===== config.mk =====
export PLATFORM = sky130hd
export DESIGN_NAME = clk_div_mgr
export DESIGN_NICKNAME = d
export VERILOG_FILES = /design/src/rtl/clk_div_pkg.sv /design/src/rtl/clk_div_chan.sv /design/src/rtl/clk_div_mgr.sv
export SDC_FILE = /design/constraint.sdc
export NUM_CORES = 1
export LEC_CHECK = 0
export BUFFER_PORTS_ARGS = -buffer_cell sky130_fd_sc_hd__buf_2
export CELL_PAD_IN_SITES_DETAIL_PLACEMENT = 1
export CELL_PAD_IN_SITES_GLOBAL_PLACEMENT = 2
export CORE_UTILIZATION = 38
export DETAILED_ROUTE_END_ITERATION = 16
export GPL_TIMING_DRIVEN = 1
export PLACE_DENSITY_LB_ADDON = 0.1
export SETUP_SLACK_MARGIN = 0.1
export SLEW_MARGIN = 20
export SYNTH_ARGS = -nofsm -noshare
export SYNTH_HDL_FRONTEND = slang
export SYNTH_HIERARCHICAL = 1
export SYNTH_SLANG_ARGS = --single-unit

===== constraint.sdc =====
create_clock -name i_clk_in1 -period 5.4 [get_ports i_clk_in1]
set_input_delay 0 -clock i_clk_in1 [delete_from_list [all_inputs] [get_ports i_clk_in1]]
set_output_delay 0 -clock i_clk_in1 [all_outputs]
set_load 0.1 [all_outputs]

===== src/rtl/clk_div_pkg.sv =====
// rtl/clk_div_pkg.sv - shared types, constants and width helpers for the clock divider manager
package clk_div_pkg;

    typedef enum logic [1:0] {
        ST_ALIGN  = 2'd0,
        ST_SETTLE = 2'd1,
        ST_LOCKED = 2'd2
    } state_t;

    localparam int DIV_MIN = 1;

    // Channel-select width; a single channel still gets a 1-bit select.
    function automatic int ch_w(input int nch);
        return (nch <= 1) ? 1 : $clog2(nch);
    endfunction

    // Lock counter width: must hold LOCK_CYCLES itself so it can saturate.
    function automatic int lcnt_w(input int lock_cycles);
        return $clog2(lock_cycles + 1);
    endfunction

endpackage


===== src/rtl/clk_div_chan.sv =====
// rtl/clk_div_chan.sv - one divide-by-D counter with registered enable and divided-clock decode
// Ports:
//   i_clk    rising-edge clock
//   i_rst    synchronous active-high reset (counter and outputs to 0)
//   i_clr    forces counter and outputs to 0 (entering ALIGN after a reconfig)
//   i_align  ALIGN state: counter held at 0, outputs preloaded for count 0
//   i_div    divide ratio, always >= 1
//   o_ce     1 while count == D-1
//   o_clk    1 while count < D/2
module clk_div_chan #(
    parameter int DIV_W = 8
) (
    input  logic             i_clk,
    input  logic             i_rst,
    input  logic             i_clr,
    input  logic             i_align,
    input  logic [DIV_W-1:0] i_div,
    output logic             o_ce,
    output logic             o_clk
);

    logic [DIV_W-1:0] r_cnt;
    logic             r_ce;
    logic             r_clk;
    logic [DIV_W-1:0] w_cnt_nx;

    // Outputs decode the count the counter is about to hold, so they line
    // up with r_cnt while remaining pure flops.
    always_comb begin
        w_cnt_nx = r_cnt + DIV_W'(1);
        if (i_align || (r_cnt >= i_div - DIV_W'(1))) begin
            w_cnt_nx = '0;
        end
    end

    always_ff @(posedge i_clk) begin
        if (i_rst || i_clr) begin
            r_cnt <= '0;
            r_ce  <= 1'b0;
            r_clk <= 1'b0;
        end else begin
            r_cnt <= w_cnt_nx;
            r_ce  <= (w_cnt_nx == i_div - DIV_W'(1));
            r_clk <= (w_cnt_nx < (i_div >> 1));
        end
    end

    assign o_ce  = r_ce;
    assign o_clk = r_clk;

endmodule


===== src/rtl/clk_div_mgr.sv =====
// rtl/clk_div_mgr.sv - multi-channel phase-aligned clock divider with runtime config and lock
// Ports:
//   i_clk_in1    rising-edge clock for all logic
//   i_reset      synchronous active-high reset
//   i_cfg_valid  config request, held by requester until accepted
//   o_cfg_ready  config accepted when valid & ready (only while locked)
//   i_cfg_ch     target channel; indices >= NCH complete the handshake but are ignored
//   i_cfg_div    new ratio, 0 treated as 1
//   o_ce_out     per-channel single-cycle enable, period D
//   o_clk_out    per-channel divided clock, period D
//   o_locked     all channels aligned and settled
module clk_div_mgr
    import clk_div_pkg::*;
#(
    parameter  int NCH         = 3,
    parameter  int DIV_W       = 8,
    parameter  int DIV_RST     = 2,
    parameter  int LOCK_CYCLES = 16,
    localparam int CH_W        = ch_w(NCH),
    localparam int LCNT_W      = lcnt_w(LOCK_CYCLES)
) (
    input  logic             i_clk_in1,
    input  logic             i_reset,
    input  logic             i_cfg_valid,
    output logic             o_cfg_ready,
    input  logic [CH_W-1:0]  i_cfg_ch,
    input  logic [DIV_W-1:0] i_cfg_div,
    output logic [NCH-1:0]   o_ce_out,
    output logic [NCH-1:0]   o_clk_out,
    output logic             o_locked
);

    localparam logic [DIV_W-1:0] DIV_RST_V =
        (DIV_RST < DIV_MIN) ? DIV_W'(DIV_MIN) : DIV_W'(DIV_RST);
    localparam logic [LCNT_W-1:0] LCNT_LAST = LCNT_W'(LOCK_CYCLES - 1);
    localparam logic [LCNT_W-1:0] LCNT_MAX  = LCNT_W'(LOCK_CYCLES);

    state_t            r_state;
    logic [LCNT_W-1:0] r_lock_cnt;
    logic              r_locked;
    logic              r_cfg_ready;

    logic              w_ch_ok;
    logic              w_accept;
    logic              w_align;
    logic [DIV_W-1:0]  w_div_new;

    assign w_ch_ok   = (32'(i_cfg_ch) < 32'(NCH));
    // Ready is only ever high in LOCKED, so valid & ready is the handshake.
    assign w_accept  = i_cfg_valid && r_cfg_ready && w_ch_ok;
    assign w_align   = (r_state == ST_ALIGN);
    assign w_div_new = (i_cfg_div == '0) ? DIV_W'(DIV_MIN) : i_cfg_div;

    always_ff @(posedge i_clk_in1) begin
        if (i_reset) begin
            r_state     <= ST_ALIGN;
            r_lock_cnt  <= '0;
            r_locked    <= 1'b0;
            r_cfg_ready <= 1'b0;
        end else begin
            case (r_state)
                ST_ALIGN: begin
                    r_state    <= ST_SETTLE;
                    r_lock_cnt <= '0;
                end
                ST_SETTLE: begin
                    if (r_lock_cnt == LCNT_LAST) begin
                        r_state     <= ST_LOCKED;
                        r_locked    <= 1'b1;
                        r_cfg_ready <= 1'b1;
                    end
                    if (r_lock_cnt != LCNT_MAX) begin
                        r_lock_cnt <= r_lock_cnt + LCNT_W'(1);
                    end
                end
                ST_LOCKED: begin
                    // Any valid write re-phases every channel, not only the target.
                    if (w_accept) begin
                        r_state     <= ST_ALIGN;
                        r_locked    <= 1'b0;
                        r_cfg_ready <= 1'b0;
                    end
                end
                default: begin
                    r_state     <= ST_ALIGN;
                    r_locked    <= 1'b0;
                    r_cfg_ready <= 1'b0;
                end
            endcase
        end
    end

    for (genvar g = 0; g < NCH; g++) begin : g_ch
        logic [DIV_W-1:0] r_div;

        always_ff @(posedge i_clk_in1) begin
            if (i_reset) begin
                r_div <= DIV_RST_V;
            end else if (w_accept && (32'(i_cfg_ch) == 32'(g))) begin
                r_div <= w_div_new;
            end
        end

        clk_div_chan #(
            .DIV_W (DIV_W)
        ) u_chan (
            .i_clk   (i_clk_in1),
            .i_rst   (i_reset),
            .i_clr   (w_accept),
            .i_align (w_align),
            .i_div   (r_div),
            .o_ce    (o_ce_out[g]),
            .o_clk   (o_clk_out[g])
        );
    end

    assign o_locked    = r_locked;
    assign o_cfg_ready = r_cfg_ready;

endmodule


==> results.toml, run 1 <==
[status]
status = "finished, violations left"
violations = "DRC"

[clocking]
numCtsBuffers = 9
clk_pin_slew_worst_paths_ps = 60
cts_tree = "built"
insertion_delay_ps = 340
clock_path_buffers = 2
clock-sinks = 62
ctsHtreeMaxLevel = 3
cts-root-buf = "clkbuf_16"
post_cts_buffers = 0

[detailed_routing]
vias_per_cell = 5.74
drcViolationCount = 1
drt-total-wl_mm = 12.9
firstDrtPassIters = 10
first_iter_violations = 143
drt-wirelength-per-cell_um = 17.6
vias = 4203
antenna_left = 0

[worst_setup_path]
cp_max_fo = 11
crit_path_end_kind = "register"
crit_type = "register to register"
arrival_ps = 4400
r2r_setup_slack_ps = 1270
critPathLaunchType = "register"
required_ps = 5670

[synth]
synth.distinct_cells = 58
synth.area.top_cells = "dfxtp_1 27%, ha_1 14%, nor2_1 6.4%"
yosys.area.top_type = "dfxtp_1"
synth_cells = 560
netlist_top_cells_count = "78 x nor2_1, 62 x dfxtp_1, 51 x ha_1"
synth_flop_cell = "dfxtp_1"
synth_top_area_share_pct = 27.1
synth_warnings = 6
seq_area_frac_synth_pct = 27.1
avgSynthCellArea_um2 = 8.18
synthesis.area_mm2 = 0.00458
synth_edf_count = 0
synthesis.nets = 624
yosysMostFrequentCell = "nor2_1"
async_reset_ff_share_pct = 0
synth_seq_cells = 62

[final_layout]
drive_gt1_share_pct = 9.17
nets = 648
area_delta_synth_final_pct = 12.2
antenna_cells = 0
fill_cells = 1377

[power_and_ir_drop]
power_density_mw_per_mm2 = 230
cellLeakagePower_nw = 1.95
peakVddDrop_mv = 0.114

[place]
place_congestion = 0.780
portBuffers = 20
hpwl_mm = 9.86
pre_cts_ws_ps = 1310

[run]
maxCapViolCount = 0

[sta]
min_period_over_period_pct = 76.5
finalHoldViolCount = 0
finalSetupViolCount = 0
setup-tns-final_ps = 0
worst_pin_slew_ps = 978
slew-limit-headroom_pct = 34.6
rsz0062_at_grt = "false"
setup_ws_ps = 1270
drv_slew = 0
max_freq_mhz = 242
finClkSkew_ps = 4.72
period_needed_ps = 4130

[grt]
overflow = 0
grt_pass1_vias = 4288
gr-usage-all-layers_pct = 22.2
grt_pass1_wl_mm = 22.0
antenna_found_initial = 0
grt_start_max_net_pins = 40

[floorplanning]
start_util_pct = 39.6
die_x_um = 112
die_area_mm2 = 0.0125
row_count = 39
io-pin-count = 21
core_area_mm2 = 0.0116
fp.dieH_um = 112

[min_path]
min_path_type = "input port to register"
cell type report:
type	instances	area, µm²	area share (%)
multi-input cells	437	3100	60.3
repair buffers	26	158	3.07
well taps	143	179	3.48
clock inverters	7	55.1	1.07
inverters	48	180	3.51
clock buffers	9	225	4.38
flip-flops and latches	62	1240	24.2
sequential cells by signal, summed over array words and instances (netlist names):
name / cells
g_ch.u_chan/o_clk: 3
o_cfg_ready: 1
r_lock_cnt: 5
r_state: 2
g_ch.u_chan/r_cnt: 24
g_ch.u_chan/o_ce: 3
g_ch.r_div: 24
metal layers:
layer  GRT usage, %  wire, µm  vias to the layer above  share of wire [%]
li1               -         -                     2093                  -
met1           27.3      6010                     2041                 47
met2           38.2      6300                       48                 49
met3           3.38       309                       21                2.4
met4           10.1       296                        0                2.3
met5              0         0                        -                  0
timing repair:
| action | in CTS | in global routing |
|---|---|---|
| endpoints found under the hold margin | 14 | 0 |
| setup endpoints to repair | 0 | 0 |
| hold buffers | 5 | 0 |
| resized for setup | 0 | 0 |
kinds of logic (layout without fill, tap and decap cells):
logic type | after synthesis | after routing | synth area share (%)
AO/OA/AOI/OAI | 115 | 115 | 17.6
XOR/XNOR | 32 | 32 | 6.12
adder cells (fa/ha/maj) | 51 | 51 | 13.9
buffers and inverters | 61 | 90 | 5.41
flip-flops | 62 | 62 | 27.1
multiplexers | 18 | 18 | 3.93
AND/OR/NAND/NOR | 221 | 221 | 25.9
cell usage in the layout, fill, tap and decap left out, drive strengths merged, types with 11 or more instances in the layout:
| cell | netlist | layout |
|---|---|---|
| xnor2 | 22 | 22 |
| or3 | 11 | 11 |
| inv | 48 | 52 |
| buf | 5 | 21 |
| ha | 51 | 51 |
| nor2 | 78 | 78 |
| mux2i | 18 | 18 |
| nor4 | 14 | 14 |
| o21ai | 20 | 20 |
| a21oi | 21 | 21 |
| dfxtp | 62 | 62 |
| a211oi | 15 | 15 |
| nand3 | 25 | 25 |
| nand2 | 23 | 23 |
worst max-delay path, stage by stage, from the launching register on:
cell and delay, ps:
dfxtp_1 340, or4_4 560, nor4_1 370, or2_1 180
inv_1 60, ha_1 290, nand2_1 90, o41ai_2 680
buf_4 290, nor2_1 80, ha_1 200, a21o_1 150
a2111oi_0 400, o21ai_0 170, a41oi_1 180
through the flow:
step	power (W)	std cells	cell area (µm²)	utilization [%]	hold slack (ps)
2_1_floorplan	0.000589	560	4580	-	78.7
3_3_place_gp	0.000628	711	4810	41.6	293
3_5_place_dp	0.000630	711	4810	41.6	293
4_1_cts	0.00120	732	5140	44.4	5.01
5_1_grt	0.00123	732	5140	44.4	30.3
6_report	0.00118	732	5140	44.4	9.02
report_power, final:
group | internal (W) | switching (W)
Sequential | 0.000466 | 0.0000113
Clock | 0.000316 | 0.000245
Combinational | 0.0000425 | 0.000103
path summary, 6_finish.rpt:
| kind | from | endpoint | depth (start not counted) |
|---|---|---|---|
| max reg2reg | g_ch[1].r_div[4]$_SDFFE_PP0P_ | g_ch[1].u_chan/o_clk$_SDFF_PP0_ | 14 |
| max | g_ch[1].r_div[4]$_SDFFE_PP0P_ | g_ch[1].u_chan/o_clk$_SDFF_PP0_ | 14 |
| min | i_cfg_div[7] | g_ch[0].r_div[7]$_SDFFE_PP0P_ | 3 |
| min reg2reg | r_lock_cnt[4]$_SDFFE_PP0P_ | r_lock_cnt[4]$_SDFFE_PP0P_ | 2 |
(Power assumes the default switching activity.)
==> run 2: changes to the inputs <==
Settings changed: CORE_UTILIZATION 38 to 34.
Clock period 5.4 ns to 3.5 ns, I/O delays scaled along.
==> results.toml, run 2 (synthesis gave the netlist of run 1 again) <==
[run]
maxCapViolCount = 0

[worst_setup_path]
crit_path_end_kind = "register"
arrival_ps = 3750
startpoint = "g_ch[1].r_div[2]$_SDFFE_PP0P_"
critical_path.cell_chain = "or4_4 -> o31a_1 -> or2_1 -> inv_2 -> ha_4 -> a211oi_2 -> o21a_1 -> o41ai_4 -> buf_4 -> nor2_4 -> ha_4 -> a21o_1 -> a2111oi_4 -> o21ai_1 -> a41oi_1"
crit_type = "register to register"
slowest_delay_ps = 540
cpMostUsedCell = "ha_4"
slowest_stage = "or4_4"
critPathLaunchType = "register"
cp_max_fo = 5
required_ps = 3750
r2r_start = "g_ch[1].r_div[2]$_SDFFE_PP0P_"

[final_layout]
reg_top3 = "g_ch.r_div (24), g_ch.u_chan/r_cnt (24), r_lock_cnt (5)"
final_cell_area_mm2 = 0.00563
area_delta_synth_final_pct = 22.9
layout_common_cells = "75 x nor2_1, 60 x dfxtp_1, 48 x ha_1"
layout_commonest_cell = "nor2_1"
fin_cells = 796
antenna_cells = 0
postLayoutCoreUtil_pct = 42.7
drive_gt1_share_pct = 17.9
fill_cells = 1567
seqCellArea_mm2 = 0.00124
multiInputGateArea_mm2 = 0.00330
nets = 680

[floorplanning]
start_util_pct = 34.7
core_area_mm2 = 0.0132
fp.dieH_um = 118
io-pin-count = 21
row_count = 42
die_area_mm2 = 0.0139
die_x_um = 118

[detailed_routing]
drt-total-wl_mm = 14.3
drcViolationCount = 0
firstDrtPassIters = 4
drt-wirelength-per-cell_um = 18.0
first_iter_violations = 173
antenna_left = 0
vias = 4341
vias_per_cell = 5.45

[sta]
hold_ws_ps = 11.0
finClkSkew_ps = 10.4
rsz0062_at_grt = "true"
worst_pin_slew_ps = 1020
min_period_over_period_pct = 100
slew-limit-headroom_pct = 32.1
finalSetupViolCount = 1
finalHoldViolCount = 0
period_needed_ps = 3500
setup_ws_ps = -0.741
drv_slew = 0
max_freq_mhz = 286

[grt]
grt_pass1_wl_mm = 23.7
grt_start_max_net_pins = 21
antenna_found_initial = 0
grt_pass1_vias = 4496
gr-usage-all-layers_pct = 21.6
overflow = 0

[power_and_ir_drop]
cellLeakagePower_nw = 2.14
power_density_mw_per_mm2 = 340
power.total_w = 0.00191
peakVddDrop_mv = 0.206

[place]
portBuffers = 20
place_congestion = 0.793
hpwl_mm = 10.7
dpl_cell_area_mm2 = 0.00506
dp.cells = 766

[clocking]
cts-root-buf = "clkbuf_16"
clock-sinks = 62
insertion_delay_ps = 340
numCtsBuffers = 9
clk_pin_slew_worst_paths_ps = 50
ctsHtreeMaxLevel = 3
clock_path_buffers = 2
cts_tree = "built"

[status]
status = "finished, violations left"
violations = "setup timing"

[min_path]
min_path_type = "input port to register"
hp-start = "i_cfg_div[5]"
[run 2: worst paths after layout]
check	endpoint	slack, ps	depth (start not counted)
worst max-delay path	g_ch[1].u_chan/o_clk$_SDFF_PP0_	-0.7	15
worst min register to register	r_lock_cnt[4]$_SDFFE_PP0P_	520	2
worst max register to register	g_ch[1].u_chan/o_clk$_SDFF_PP0_	-0.7	15
worst min-delay path	g_ch[2].r_div[5]$_SDFFE_PP0P_	10	3
[run 2: repair_timing]
item                                    CTS  global route
resized for setup                         5            24
pin swaps                                 2            13
hold endpoints to repair                 16             0
endpoints found under the setup margin    2             4
hold buffers                              6             0
setup buffers                             2             7
[run 2: critical path: cells and delay by family, from the launching register on]
| kind | cells | cell delay [ps] |
|---|---|---|
| simple gates | 3 | 910 |
| fa+ha+maj | 2 | 410 |
| flops | 1 | 310 |
| buf+inv | 2 | 260 |
| compound gates | 8 | 1510 |
[run 2: final cells by class]
class | instances | area share [%]
multi-input cells | 437 | 58.5
flip-flops and latches | 62 | 22.1
repair buffers | 58 | 7.11
clock buffers | 11 | 4.31
well taps | 176 | 3.91
inverters | 48 | 3.20
clock inverters | 4 | 0.844
[run 2: stage by stage]
stage | setup WS, ps | setup TNS (ps)
CTS | 94.0 | 0
detailed placement | -25.0 | -25.0
global route | -127 | -252
global placement | 39.2 | 0
floorplan | 84.7 | 0
finish | -0.741 | -0.741
[run 2: report_power, final]
part | leakage, nW | switching, W | internal, W
Combinational | 1.50 | 0.000173 | 0.0000862
Sequential | 0.503 | 0.0000153 | 0.000720
Clock | 0.141 | 0.000353 | 0.000565
Total | 2.14 | 0.000542 | 0.00137
[run 2: routing by layer]
metal	GRT usage, %	vias to the layer above	part of all wire, %
li1	-	2149	-
met3	4.22	9	2.8
met5	0	-	0
met1	29.7	2123	51
met4	5.37	0	0.86
met2	34.4	60	45
